### src/rtl/pixel_ctrl_pkg.sv
// pixel_ctrl_pkg: state encoding, default parameters and sizing helper for the row readout sequencer
package pixel_ctrl_pkg;
  typedef enum logic [2:0] {
    S_IDLE, S_ERASE, S_EXPOSE, S_SETTLE, S_CONVERT, S_OUTPUT, S_RELEASE, S_DONE
  } state_t;
  localparam int DEF_WIDTH = 2;
  localparam int DEF_ROWS = 2;
  localparam int DEF_RESOLUTION = 8;
  localparam int DEF_ERASE_CYCLES = 4;
  localparam int DEF_EXPOSE_CYCLES = 16;
  localparam int DEF_SETTLE_CYCLES = 2;
  localparam int DEF_ADC_TIMEOUT = 64;
  function automatic int max4(input int a, input int b, input int c, input int d);
    int m;
    m = a > b ? a : b;
    m = m > c ? m : c;
    return m > d ? m : d;
  endfunction
endpackage

### src/rtl/pixel_row_readout_ctrl_row_phase_timer.sv
// row_phase_timer: loadable down-counter that parks at zero and flags it
module row_phase_timer #(
  parameter int W = 7
) (
  input  logic         clk,
  input  logic         reset,
  input  logic         load,
  input  logic [W-1:0] load_val,
  output logic         zero
);
  logic [W-1:0] cnt_q, cnt_d;
  always_comb cnt_d = load ? load_val : (cnt_q == '0 ? cnt_q : cnt_q - 1'b1);
  always_ff @(posedge clk or posedge reset)
    if (reset) cnt_q <= '0;
    else cnt_q <= cnt_d;
  assign zero = cnt_q == '0;
endmodule

### src/rtl/pixel_row_readout_ctrl.sv
// pixel_row_readout_ctrl: erase/expose a pixel row, then select, settle, convert and stream each pixel code
module pixel_row_readout_ctrl
  import pixel_ctrl_pkg::*;
#(
  parameter int WIDTH = DEF_WIDTH,
  parameter int ROWS = DEF_ROWS,
  parameter int RESOLUTION = DEF_RESOLUTION,
  parameter int ERASE_CYCLES = DEF_ERASE_CYCLES,
  parameter int EXPOSE_CYCLES = DEF_EXPOSE_CYCLES,
  parameter int SETTLE_CYCLES = DEF_SETTLE_CYCLES,
  parameter int ADC_TIMEOUT = DEF_ADC_TIMEOUT
) (
  input  logic                  clk,
  input  logic                  reset,
  input  logic                  start,
  output logic                  row_erase,
  output logic                  row_expose,
  output logic [WIDTH-1:0]      row_select,
  output logic                  adc_enable,
  input  logic [RESOLUTION-1:0] adc_data,
  input  logic                  adc_done,
  output logic [RESOLUTION-1:0] pix_data,
  output logic [WIDTH-1:0]      pix_index,
  output logic                  pix_err,
  output logic                  pix_valid,
  input  logic                  pix_ready,
  output logic                  busy,
  output logic                  frame_done
);
  localparam int TW = $clog2(max4(ERASE_CYCLES, EXPOSE_CYCLES, SETTLE_CYCLES, ADC_TIMEOUT) + 1);
  state_t state_q, state_d;
  logic [WIDTH-1:0] idx_q, idx_d;
  logic [RESOLUTION-1:0] data_q, data_d;
  logic err_q, err_d;
  logic erase_q, expose_q, enable_q, valid_q, busy_q, done_q;
  logic ld, zero;
  logic [TW-1:0] ld_val;
  row_phase_timer #(.W(TW)) u_timer (
    .clk(clk), .reset(reset), .load(ld), .load_val(ld_val), .zero(zero)
  );
  always_comb begin
    state_d = state_q;
    idx_d = idx_q;
    data_d = data_q;
    err_d = err_q;
    ld = 1'b0;
    ld_val = '0;
    case (state_q)
      S_IDLE: if (start) begin
        state_d = S_ERASE;
        idx_d = '0;
        ld = 1'b1;
        ld_val = TW'(ERASE_CYCLES - 1);
      end
      S_ERASE: if (zero) begin
        state_d = S_EXPOSE;
        ld = 1'b1;
        ld_val = TW'(EXPOSE_CYCLES - 1);
      end
      S_EXPOSE: if (zero) begin
        state_d = S_SETTLE;
        ld = 1'b1;
        ld_val = TW'(SETTLE_CYCLES - 1);
      end
      S_SETTLE: if (zero) begin
        state_d = S_CONVERT;
        ld = 1'b1;
        ld_val = TW'(ADC_TIMEOUT - 1);
      end
      S_CONVERT: if (adc_done || zero) begin
        state_d = S_OUTPUT;
        data_d = adc_done ? adc_data : '1;
        err_d = !adc_done;
      end
      S_OUTPUT: if (pix_ready) state_d = S_RELEASE;
      S_RELEASE: if (!adc_done) begin
        if (idx_q == WIDTH'(ROWS - 1)) state_d = S_DONE;
        else begin
          state_d = S_SETTLE;
          idx_d = idx_q + 1'b1;
          ld = 1'b1;
          ld_val = TW'(SETTLE_CYCLES - 1);
        end
      end
      S_DONE: state_d = S_IDLE;
      default: state_d = S_IDLE;
    endcase
  end
  always_ff @(posedge clk or posedge reset)
    if (reset) begin
      state_q <= S_IDLE;
      idx_q <= '0;
      data_q <= '0;
      err_q <= 1'b0;
      erase_q <= 1'b0;
      expose_q <= 1'b0;
      enable_q <= 1'b0;
      valid_q <= 1'b0;
      busy_q <= 1'b0;
      done_q <= 1'b0;
    end else begin
      state_q <= state_d;
      idx_q <= idx_d;
      data_q <= data_d;
      err_q <= err_d;
      erase_q <= state_d == S_ERASE;
      expose_q <= state_d == S_EXPOSE;
      enable_q <= state_d == S_CONVERT;
      valid_q <= state_d == S_OUTPUT;
      busy_q <= state_d != S_IDLE;
      done_q <= state_d == S_DONE;
    end
  assign row_erase = erase_q;
  assign row_expose = expose_q;
  assign row_select = idx_q;
  assign adc_enable = enable_q;
  assign pix_data = data_q;
  assign pix_index = idx_q;
  assign pix_err = err_q;
  assign pix_valid = valid_q;
  assign busy = busy_q;
  assign frame_done = done_q;
endmodule
### config.mk
export PLATFORM = sky130hd
export DESIGN_NAME = pixel_row_readout_ctrl
export DESIGN_NICKNAME = d
export VERILOG_FILES = /design/src/rtl/pixel_ctrl_pkg.sv /design/src/rtl/pixel_row_readout_ctrl_row_phase_timer.sv /design/src/rtl/pixel_row_readout_ctrl.sv
export SDC_FILE = /design/constraint.sdc
export NUM_CORES = 1
export LEC_CHECK = 0
export ABC_CLOCK_PERIOD_IN_PS = 2600
export BUFFER_PORTS_ARGS = -buffer_cell sky130_fd_sc_hd__buf_2
export CORE_ASPECT_RATIO = 0.9
export CORE_UTILIZATION = 45
export CTS_CLUSTER_SIZE = 24
export DETAILED_ROUTE_END_ITERATION = 8
export GPL_TIMING_DRIVEN = 1
export HOLD_SLACK_MARGIN = 0.15
export PLACE_DENSITY = 0.69
export SYNTH_ARGS = -nofsm -noshare
export SYNTH_HDL_FRONTEND = slang
export SYNTH_SLANG_ARGS = --single-unit
### constraint.sdc
create_clock -name clk -period 2.6 [get_ports clk]
set_clock_uncertainty 0.2 [all_clocks]
set_input_delay 0 -clock clk [delete_from_list [all_inputs] [get_ports clk]]
set_output_delay 0 -clock clk [all_outputs]
set_load 0.02 [all_outputs]
==> impl_metrics.tcl <==
set metrics [dict create \
    post-route-period-util_pct 91.7 \
    power_uw 1550 \
    core_um2 2840 \
    grt_pass1_vias 1100 \
    max_stage_delay_ns 0.55 \
    cts_buffers 3 \
    r2r_slack_ns 0.21 \
    worst_pin_slew_ns 1.00 \
    peakVddDrop_uv 427 \
    start_kind "flop" \
    crit_chain "inv_1 > ha_1 > nor3b_2 > and2_1 > o311a_1 > dlygate4sd3_1" \
    timing.rr.start "u_timer.cnt_q[0]" \
    final_core_util_pct 59.3 \
    setup_tns_ns 0 \
    vias 1159 \
    final_net_count 187 \
    timing.final.max_slew_violations 0 \
    p_leak_uw 0.000799 \
    htree_levels 1 \
    gr-total-overflow 0 \
    critPathKind "reg -> reg" \
    drt_iter0_markers 32 \
    routabilityCongestion 0.911 \
    ys_types 46 \
    path_clk_slew_ns 0.14 \
    cpMaxStageDelayCell "dlygate4sd3_1" \
    syn_to_final_growth_pct 21.7 \
    numClockSinks 27 \
    pwr_density_cell_nw_per_um2 920 \
    setup_viol 0 \
    root_buffer "clkbuf_4" \
    layout.cells.non_filler 211 \
    ys_top_cells_by_area "dfrtp_1 (49%), o22a_1 (5.1%), nand2_1 (2.4%)" \
    synthFlopType "dfrtp_1" \
    reg2reg_to "pix_valid" \
    synth_cells 133 \
    place.port_buffers 31 \
    viasPerCell 5.49 \
    tritoncts "built" \
    worstSetupEndpointType "flop" \
    maxCapViolations 0 \
    dp_hpwl_um 1950 \
    avgSynthCellArea_um2 10.4 \
    synth_seq_area_share_pct 48.9 \
    worst_hold_path_type "in -> async" \
    grt_usage_pct 20.0 \
    postRouteAntennaNets 0 \
    clock.fmax_mhz 419 \
    start_util_pct 48.7 \
    dp_cells 194 \
    drt_pass1_iterations 4 \
    rsz0062_at_grt "no" \
    syn-cell-area_um2 1380 \
    pin_count 32 \
    synth-edff-count 0 \
    grt_pass1_wl_um 4720 \
    maxSlewHeadroom_pct 33.1 \
    ys_ff_latch 27 \
    final_layout_size_suffix_gt1_share_pct 25.1 \
    antenna_cells 0 \
    die_w_um 60.4 \
    status "finished, final reports clean" \
    crit_arrival_ns 2.46 \
    ctsResizeCount 0 \
    antenna_found_initial 0 \
    synthArstFlopShare_pct 100 \
    dpl-instance-area_um2 1530 \
    die_area_um2 3300 \
    clock_latency_ns 0.33 \
    yosysWarnings 0 \
    rows 18 \
    grt_max_degree 28 \
    cp_max_fo 8 \
    required_ns 2.67 \
    clockBufferDepth 2 \
    yosysTopAreaCellShare_pct 48.9 \
    synth.largest_area_cell "dfrtp_1" \
    wl_per_cell_um 13.5 \
    synth_nets 148 \
    drc 0 \
    period_needed_ns 2.39 \
    totalWireLength_um 2850 \
    hold_viol 0 \
    final_area_um2 1680 \
    die_y_um 54.6 \
    worstRegToRegCells 6 \
]
[power breakdown]
part	switching (uW)	internal, uW
Clock	120	57.8
Sequential	148	545
Combinational	367	310
Total	635	913
[repair_timing]
item | 4_1_cts | 5_1_grt
setup endpoints to repair | 0 | 0
hold buffers | 13 | 0
endpoints found under the hold margin | 49 | 0
buffers inserted | 0 | 0
[routing by layer]
layer  global-route usage (%)  share of wire [%]  vias up
met3                     3.55                5.4        5
met2                     34.2                 49       44
met5                        0                  0        -
li1                         -                  -      555
met4                     9.09                1.5        0
met1                     24.6                 44      555
[per-stage QoR]
step / hold slack (ns) / setup WS (ns)
global placement: 0.0324 / 0.550
finish: 0.231 / 0.215
floorplan: -0.147 / 0.696
CTS: 0.218 / 0.227
detailed placement: 0.0361 / 0.455
global route: 0.231 / 0.133
[critical path: cells and delay by family, from the launching register on]
family | cells | cell delay, ns
buffers and inverters | 2 | 0.63
AOI/OAI and AO/OA | 1 | 0.20
and+or+nand+nor | 2 | 0.70
DFF | 1 | 0.42
adders and majority gates | 1 | 0.19
[cells in the mapped netlist, types with 2 or more instances]
| master | n |
|---|---|
| dfrtp_1 | 27 |
| nand2_1 | 9 |
| nor2_1 | 8 |
| o22a_1 | 8 |
| inv_1 | 7 |
| a21oi_1 | 5 |
| o21ai_0 | 5 |
| buf_4 | 4 |
| nor3_1 | 4 |
| o21a_1 | 4 |
| clkbuf_1 | 3 |
| nand2b_1 | 3 |
| xnor2_1 | 3 |
| a211oi_2 | 2 |
| a31oi_1 | 2 |
| and2b_1 | 2 |
| buf_2 | 2 |
| ha_1 | 2 |
| nand3b_1 | 2 |
| nor2b_1 | 2 |
| nor3b_1 | 2 |
| o22ai_1 | 2 |
| o2bb2ai_1 | 2 |
[state kept, by name, summed over array words and instances, names as in the netlist]
name,flops
frame_done,1
adc_enable,1
busy,1
u_timer.cnt_q,7
pix_err,1
row_erase,1
state_q,3
pix_data,8
row_expose,1
pix_index,2
pix_valid,1
[cells by family after synthesis]
logic type / share of synthesized area, %
AOI/OAI and AO/OA: 22.7
and+or+nand+nor: 17.6
xor gates and xnor gates: 2.53
buffers and inverters: 6.43
DFF: 48.9
adders and majority gates: 1.81
[final cells by class]
type                            count  area [um^2]
Multi-Input combinational cell     89          618
Fill cell                         257         1150
Timing Repair Buffer               44          285
Tap cell                           40         50.0
Inverter                            7         26.3
Sequential cell                    27          676
Clock buffer                        3         22.5
Clock inverter                      1         5.00
[placed cells by master (no fill, tap or decap), types with 4 or more instances in the layout]
cell	instances
nand2_1	9
a21oi_1	5
buf_2	31
o21ai_0	5
nor2_1	8
inv_1	7
o22a_1	8
dfrtp_1	27
dlygate4sd3_1	13
nor3_1	4
o21a_1	4
[worst max path at each step]
stage               depth (start not counted)        startpoint  slack [ns]          endpoint
detailed placement                          6  u_timer.cnt_q[0]        0.46       pix_data[7]
finish                                      6  u_timer.cnt_q[0]        0.21         pix_valid
floorplan                                   5      pix_index[0]        0.70  u_timer.cnt_q[1]
global route                                6  u_timer.cnt_q[1]        0.13         pix_valid
CTS                                         6  u_timer.cnt_q[0]        0.23         pix_valid
global placement                            6  u_timer.cnt_q[0]        0.55       pix_data[1]
(Power assumes the default switching activity.)
